## config.mk

```make
export PLATFORM = sky130hd
export DESIGN_NAME = bp_bht
export DESIGN_NICKNAME = d
export VERILOG_FILES = /design/src/rtl/bp_bht_pkg.sv /design/src/rtl/bp_imm_dec.sv /design/src/rtl/bp_bht.sv
export SDC_FILE = /design/constraint.sdc
export NUM_CORES = 1
export LEC_CHECK = 0
export CAP_MARGIN = 10
export CELL_PAD_IN_SITES_DETAIL_PLACEMENT = 0
export CELL_PAD_IN_SITES_GLOBAL_PLACEMENT = 1
export CORE_MARGIN = 2
export CORE_UTILIZATION = 40
export CTS_BUF_LIST = sky130_fd_sc_hd__clkbuf_4 sky130_fd_sc_hd__clkbuf_8
export CTS_CLUSTER_DIAMETER = 80
export CTS_CLUSTER_SIZE = 30
export DETAILED_ROUTE_END_ITERATION = 10
export PLACE_DENSITY_LB_ADDON = 0.2
export SLEW_MARGIN = 25
export SYNTH_ARGS = -nofsm -noshare
export SYNTH_HDL_FRONTEND = slang
export SYNTH_SLANG_ARGS = --single-unit
```

## constraint.sdc

```tcl
create_clock -name clk -period 9.3 [get_ports clk]
set_input_delay 2.325 -clock clk [delete_from_list [all_inputs] [get_ports clk]]
set_output_delay 2.325 -clock clk [all_outputs]
set_load 0.02 [all_outputs]
```

## src/rtl/bp_bht_pkg.sv

```systemverilog
// Shared constants and types for the fetch-stage branch predictor.
package bp_bht_pkg;

   localparam int unsigned INST_ADDR_W = 32;
   localparam int unsigned HOLD_FLAG_W = 3;

   localparam logic [6:0] INST_TYPE_B = 7'b1100011;
   localparam logic [6:0] INST_JAL    = 7'b1101111;

   typedef enum logic [1:0] {
      KIND_OTHER,
      KIND_BRANCH,
      KIND_JAL
   } inst_kind_e;

endpackage

```

## src/rtl/bp_imm_dec.sv

```systemverilog
// Opcode decode, B/J immediate extraction and branch target computation.
module bp_imm_dec
   import bp_bht_pkg::*;
(
   input  logic [31:0]            inst,
   input  logic [INST_ADDR_W-1:0] inst_addr,
   output inst_kind_e             kind,
   output logic                   imm_neg,
   output logic [INST_ADDR_W-1:0] target
);

   logic [31:0] imm;

   // Classify the instruction and select the matching sign-extended immediate.
   always_comb begin
      kind = KIND_OTHER;
      imm  = '0;
      case (inst[6:0])
         INST_TYPE_B: begin
            kind = KIND_BRANCH;
            imm  = {{20{inst[31]}}, inst[7], inst[30:25], inst[11:8], 1'b0};
         end
         INST_JAL: begin
            kind = KIND_JAL;
            imm  = {{12{inst[31]}}, inst[19:12], inst[20], inst[30:21], 1'b0};
         end
         default: ;
      endcase
   end

   // Bit 31 is the immediate sign for both B and J formats.
   assign imm_neg = inst[31];
   assign target  = inst_addr + imm;

endmodule

```

## src/rtl/bp_bht.sv

```systemverilog
// Dynamic branch predictor: tagged table of saturating counters with BTFN
// fallback, trained by EX resolution, plus branch/mispredict perf counters.
module bp_bht
   import bp_bht_pkg::*;
#(
   parameter int unsigned ENTRIES = 16,
   parameter int unsigned CNT_W   = 2,
   parameter int unsigned TAG_W   = 8,
   parameter int unsigned MODE    = 1
) (
   input  logic                   clk,
   input  logic                   rst,
   input  logic [31:0]            inst_i,
   input  logic [INST_ADDR_W-1:0] inst_addr_i,
   input  logic [HOLD_FLAG_W-1:0] hold_flag_i,
   output logic                   isbranch_o,
   output logic [INST_ADDR_W-1:0] branch_addr_o,
   input  logic                   upd_valid_i,
   input  logic [INST_ADDR_W-1:0] upd_pc_i,
   input  logic                   upd_taken_i,
   input  logic                   upd_mispredict_i,
   input  logic                   flush_i,
   output logic [31:0]            perf_branch_cnt_o,
   output logic [31:0]            perf_mispred_cnt_o
);

   localparam int unsigned    IDX_W       = $clog2(ENTRIES);
   localparam int unsigned    TAG_SW      = (TAG_W > 0) ? TAG_W : 1;
   localparam logic [CNT_W-1:0] CNT_MAX     = '1;
   localparam logic [CNT_W-1:0] CNT_WEAK_T  = CNT_W'(1) << (CNT_W - 1);
   localparam logic [CNT_W-1:0] CNT_WEAK_NT = CNT_WEAK_T - CNT_W'(1);

   logic              valid_q [ENTRIES];
   logic [TAG_SW-1:0] tag_q   [ENTRIES];
   logic [CNT_W-1:0]  cnt_q   [ENTRIES];

   logic [31:0] perf_branch_q;
   logic [31:0] perf_mispred_q;

   inst_kind_e             kind;
   logic                   imm_neg;
   logic [INST_ADDR_W-1:0] target;

   logic [IDX_W-1:0]  fetch_idx, upd_idx;
   logic [31:0]       fetch_sh, upd_sh;
   logic [TAG_SW-1:0] fetch_tag, upd_tag;
   logic              fetch_hit, upd_hit;
   logic [CNT_W-1:0]  cnt_nxt;
   logic              unused_bits;

   bp_imm_dec u_dec (
      .inst      (inst_i),
      .inst_addr (inst_addr_i),
      .kind      (kind),
      .imm_neg   (imm_neg),
      .target    (target)
   );

   assign fetch_idx = inst_addr_i[IDX_W+1:2];
   assign upd_idx   = upd_pc_i[IDX_W+1:2];
   assign fetch_sh  = inst_addr_i >> (IDX_W + 2);
   assign upd_sh    = upd_pc_i >> (IDX_W + 2);
   assign fetch_tag = fetch_sh[TAG_SW-1:0];
   assign upd_tag   = upd_sh[TAG_SW-1:0];
   assign unused_bits = ^{fetch_sh, upd_sh};

   // With TAG_W = 0 every valid entry is a hit.
   assign fetch_hit = valid_q[fetch_idx] && ((TAG_W == 0) || (tag_q[fetch_idx] == fetch_tag));
   assign upd_hit   = valid_q[upd_idx]   && ((TAG_W == 0) || (tag_q[upd_idx]   == upd_tag));

   // Prediction from decode plus pre-update table contents; quiet during reset.
   always_comb begin
      isbranch_o    = 1'b0;
      branch_addr_o = '0;
      case (kind)
         KIND_JAL: begin
            isbranch_o    = 1'b1;
            branch_addr_o = target;
         end
         KIND_BRANCH: begin
            branch_addr_o = target;
            if ((MODE == 1) && fetch_hit)
               isbranch_o = cnt_q[fetch_idx][CNT_W-1];
            else
               isbranch_o = imm_neg;
         end
         default: ;
      endcase
      if (hold_flag_i != '0)
         isbranch_o = 1'b0;
      if (rst) begin
         isbranch_o    = 1'b0;
         branch_addr_o = '0;
      end
   end

   // Next counter value: saturating step on hit, weak allocation on miss.
   always_comb begin
      cnt_nxt = cnt_q[upd_idx];
      if (upd_hit) begin
         if (upd_taken_i) begin
            if (cnt_q[upd_idx] != CNT_MAX)
               cnt_nxt = cnt_q[upd_idx] + CNT_W'(1);
         end else begin
            if (cnt_q[upd_idx] != '0)
               cnt_nxt = cnt_q[upd_idx] - CNT_W'(1);
         end
      end else begin
         cnt_nxt = upd_taken_i ? CNT_WEAK_T : CNT_WEAK_NT;
      end
   end

   // Table state: flush clears valid bits only and drops a coincident update.
   always_ff @(posedge clk or posedge rst) begin
      if (rst) begin
         for (int unsigned i = 0; i < ENTRIES; i++) begin
            valid_q[i] <= 1'b0;
            tag_q[i]   <= '0;
            cnt_q[i]   <= '0;
         end
      end else if (flush_i) begin
         for (int unsigned i = 0; i < ENTRIES; i++)
            valid_q[i] <= 1'b0;
      end else if ((MODE == 1) && upd_valid_i) begin
         valid_q[upd_idx] <= 1'b1;
         tag_q[upd_idx]   <= upd_tag;
         cnt_q[upd_idx]   <= cnt_nxt;
      end
   end

   // Saturating performance counters, independent of MODE and flush.
   always_ff @(posedge clk or posedge rst) begin
      if (rst) begin
         perf_branch_q  <= '0;
         perf_mispred_q <= '0;
      end else if (upd_valid_i) begin
         if (perf_branch_q != '1)
            perf_branch_q <= perf_branch_q + 32'd1;
         if (upd_mispredict_i && (perf_mispred_q != '1))
            perf_mispred_q <= perf_mispred_q + 32'd1;
      end
   end

   assign perf_branch_cnt_o  = perf_branch_q;
   assign perf_mispred_cnt_o = perf_mispred_q;

endmodule

```

### After elaboration in Yosys (flattened, before gate mapping)

Cells that the tools add are included.

* word-level logic and storage cells: 123
* input bits: 105
* register bits after elaboration: 240

* equal/unequal tests: 9
* $lt $le $gt $ge: 3
* reduce and logical (&&, ||, !) cells: 11
* muxes and demuxes: 41
* add/sub/neg operators: 5
* bitwise operators: 4

Operator list (count)
* $bwmux 128: 1
* $add 32x1->32 const B: 2
* $bmux 8 s4: 2
* $mux 32: 2
* $ne 32x32->1 const B: 2
* $pmux 32 s2: 1
* $mux 8: 5
* $add 32x32->32: 1
* $bwmux 32: 1
* $demux 8 s4: 1
* $mux 16: 2
* $mux 2: 10
* $bmux 2 s4: 2
* $eq 8x8->1: 2
* $or 16x16->16: 1
* $eq 7x7->1 const B: 2
* $ge 5x5->1 const B: 2
* $not 4->5: 2
* $bmux 1 s4: 2
* $demux 2 s4: 1
* $mux 1: 8
* $reduce_and 2->1: 3
* $lt 5x1->1 const B: 1
* $demux 1 s4: 1
* 12 further kinds: 16

### Longest topological paths before layout

* word-level depth: 10
* gate-level depth with buffers: 18

### By module

A second synthesis with hierarchy kept.

* cell total of the unflattened synthesis: 1332
* area total of the unflattened synthesis: 14825.5 um^2

Modules (own cells, without submodules)
* bp_bht: cells an instance 1082, sequential area each 6005.8 um^2, area each 13010.0 um^2, times used 1
* bp_imm_dec: cells an instance 250, sequential area each 0.0 um^2, area each 1815.5 um^2, times used 1

### Least setup slack after synthesis

Ideal clock, no wire load.

* kind: input-to-output
* from: input inst_i[4]
* to: output branch_addr_o[25]
* required time: 6975 ps
* setup slack: 269 ps
* stages: 17
* data arrival time: 6706 ps
* path through: nand2b_1 or2_2 nor2_1 clkbuf_1 inv_1 ha_1 nor4_1 and2_1 ha_1 a211o_1 o211ai_1 a21boi_0 nor2_1 a211oi_1 or4_1 nand3_1 nor3b_1

* cells in the longest elaborated chain, start to end: 6
* elaborated cells between the ends (all ways): 10
* classes of those cells: add/sub (1); eq/ne (4); mux (4); reduce/logical (1)

RTL lines
* from (decl): RTL line bp_bht.sv:13 `input logic [31:0] inst_i,`
* branches (longest 4 deep; another with $add 32x32->32)
* $mux 32 *: RTL line bp_bht.sv:75 `case (kind)`
* $mux 32 *: RTL line bp_bht.sv:91 `if (rst) begin`
* to (decl): RTL line bp_bht.sv:17 `output logic [INST_ADDR_W-1:0] branch_addr_o,`

Mark *: on every way between the ends.

### Worst setup path after layout

* from: input inst_i[5]
* to: output branch_addr_o[31]

The elaborated chain is that of the path after synthesis.

==> impl_metrics.csv <==
group,metric,value,unit
critical_path,startpoint_type,"primary input",
synthesis,synthesis.nets,1715,
run,max_cap_violations,0,
power_and_ir_drop,leakage,8.03,nW
synthesis,ys_seq_area_frac,0.402,
drt,drc,0,
floorplan,ios,202,
timing,min_period,9.04,ns
synthesis,ys_async_sr_fraction,1.00,
timing,slew_violations,0,
critical_path,crit_arrival,6.71,ns
synthesis,synth_area_leader_cell,"dfrtp_1",
synthesis,synth_seq_cells,240,
timing,fmax,111,MHz
clock_tree,cts_tree,"yes",
placed_design,pre_cts_slack,-0.0751,ns
critical_path,cp_top_family,"simple AND/OR/NAND/NOR gates",
synthesis,yosys_warnings,0,
drt,drt-initial-drc-count,1102,
clock_tree,postCtsHoldBufs,0,
drt,viasPerCell,5.63,
critical_path,path_buf_inv,5,
timing,hold_viol_final,0,
floorplan,floorplan.initialDensity,0.407,
floorplan,rows,70,
clock_tree,h-tree-depth,1,
synthesis,synth_area_leaders,"dfrtp_1 (40%), mux4_2 (13%), nand2_1 (12%)",
synthesis,avgSynthCellArea,9.43,µm²
drt,ant_nets,0,
placed_design,place_congestion,0.841,
global_route,grtUsageMet1,0.342,
synthesis,syn_area,14900,µm²
floorplan,fp.dieArea,38900,µm²
finish,drive_gt1_frac,0.137,
clock_tree,cts.sinks,240,
synthesis,synth_edf_count,0,
clock_tree,cts-root-buf,"clkbuf_8",
critical_path,cp_max_fo,7,
drt,routed_wl,48100,µm
floorplan,core_region_area,36700,µm²
critical_path,cpPeakStageDelay,0.45,ns
drt,post_drt_wl_per_cell,21.6,µm
drt,dr_total_vias,12500,
synthesis,synth_top_area_share,0.402,
global_route,grt_pass1_wl,74300,µm
timing,clock_skew,0.0444,ns
floorplan,die_x,197,µm
clock_tree,cts_buffer_depth,3,
global_route,overflow,0,
timing,slew-limit-headroom,0.359,
global_route,track_usage,0.249,
finish,areaGrowthSynthToFinish,19.5,%
synthesis,syn_inst,1583,
timing,worst_pin_slew,0.958,ns
drt,drtPass1Iterations,6,
critical_path,crit_required,6.98,ns
power_and_ir_drop,power,2.72,mW
critical_path,worstSetupPathType,"in2out",
synthesis,synth_top_flop_cell,"dfrtp_1",
timing,worst_slack,0.263,ns
timing,rsz0062_at_grt,"yes",
timing,setup_tns,0,ns
critical_path,critPathCaptureType,"primary output",
floorplan,die_h,197,µm
global_route,grt_pass1_vias,12400,
clock_tree,clk-insertion-delay-late,0.59,ns
synthesis,synth.distinct_cells,65,
timing,min_period_over_period,0.972,
placed_design,dp_hpwl,32600,µm
timing,setup_violations,0,
min_path,hp-class,"reg2reg",
timing,hold_slack,0.489,ns
power_and_ir_drop,pwr_density_cell,153,nW/µm²
power_and_ir_drop,irDropWorstVdd,0.149,mV
critical_path,path_cells,"clkdlybuf4s50_1 > nand3_1 > or2_2 > nor3_1 > inv_1 > ha_1 > nor4_1 > buf_4 > and2_1 > ha_1 > nand4_1 > or2_2 > a21boi_1 > nor2_4 > a211o_1 > a41o_1 > a221oi_1 > buf_4 > mux2i_1 > clkbuf_2",
finish,final_common_cell,"nand2_1",
global_route,antenna_found_initial,0,
placed_design,place.port_buffers,181,
clock_tree,cts-buffers-inserted,18,
global_route,busiest_layer,"met2",
clock_tree,cts.reportedPaths.clkPinSlew,0.11,ns
global_route,grt_max_degree,147,
global_route,gr-usage-met3,0.0423,
critical_path,cp_slowest_cell,"clkdlybuf4s50_1",
finish,nets,1879,
run_status,outcome,"finished, final reports clean",
finish,final_cell_mix,"nand2_1 (488), dfrtp_1 (240), clkdlybuf4s50_1 (164)",
global_route,grt_use_met2,0.411,
## cells in the mapped netlist, drive strengths merged, types with 15 or more instances
cell and count:
a21oi 35, and2 15, and3 22, buf 29, clkbuf 73, dfrtp 240, ha 26, inv 30
mux2 21, mux2i 29, mux4 90, nand2 488, nand3 48, nand4 17, nor2 73, nor3 37
o211ai 22, o21ai 47, o221a 16, or4 19, xnor2 67, xor2 35
## cell families (layout without fill, tap and decap cells)
family / count (synthesis) / count (layout) / share of synthesized area
simple gates: 757 / 757 / 0.220
flops: 240 / 240 / 0.402
compound gates: 180 / 180 / 0.0831
mux: 140 / 140 / 0.172
buf+inv: 137 / 313 / 0.0400
xor+xnor: 102 / 102 / 0.0598
fa+ha+maj: 27 / 27 / 0.0231
other cells: 0 / 1 / 0
## worst paths after layout
| kind | endpoint | slack (ns) | depth (start not counted) | startpoint |
|---|---|---|---|---|
| min in group asynchronous | tag_q[37] | 2.32 | 2 | rst |
| max in group asynchronous | perf_branch_cnt_o[28] | 5.70 | 3 | rst |
| min reg2reg | perf_branch_cnt_o[5] | 0.49 | 1 | perf_branch_cnt_o[5] |
| max | branch_addr_o[31] | 0.26 | 20 | inst_i[5] |
| min | perf_branch_cnt_o[5] | 0.49 | 1 | perf_branch_cnt_o[5] |
| max reg2reg | cnt_q[14] | 5.58 | 9 | tag_q[0] |
## metal layers
layer | vias to the layer above | routed length (µm) | part of all wire
met3 | 62 | 3400 | 0.071
met4 | 0 | 1120 | 0.023
li1 | 5845 | - | -
met5 | - | 0 | 0
met2 | 418 | 22900 | 0.48
met1 | 6224 | 20700 | 0.43
## registers in the layout (all words and copies together), names as in the netlist
name,flops
perf_mispred_cnt_o,32
cnt_q,32
perf_branch_cnt_o,32
tag_q,128
valid_q,16
## stage by stage
step / utilization / cell area, µm² / std cells
3_5_place_dp: 0.473 / 17400 / 2195
6_report: 0.486 / 17800 / 2228
5_1_grt: 0.486 / 17800 / 2227
4_1_cts: 0.485 / 17800 / 2227
2_1_floorplan: - / 14900 / 1583
3_3_place_gp: 0.473 / 17400 / 2195
## where the power goes
| part | internal, mW | switching [mW] | total, mW |
|---|---|---|---|
| Combinational | 0.354 | 0.344 | 0.698 |
| Clock | 0.229 | 0.437 | 0.665 |
| Sequential | 1.21 | 0.149 | 1.36 |
| Total | 1.79 | 0.930 | 2.72 |
## final cells by class
class                   count  area [µm²]
diodes                      1        2.50
inverters                  34         135
repair buffers            247        2320
clock buffers              19         262
clock inverters            13         170
flip-flops and latches    240        6010
fillers                  3497       18900
multi-input cells        1206        8360
well taps                 468         586
## timing repair
item	CTS	global route
pin swaps	0	0
gates resized for setup	3	18
setup endpoints to repair	2	12
buffers inserted	0	0
Note: power is estimated with default switching activity, not from simulation.
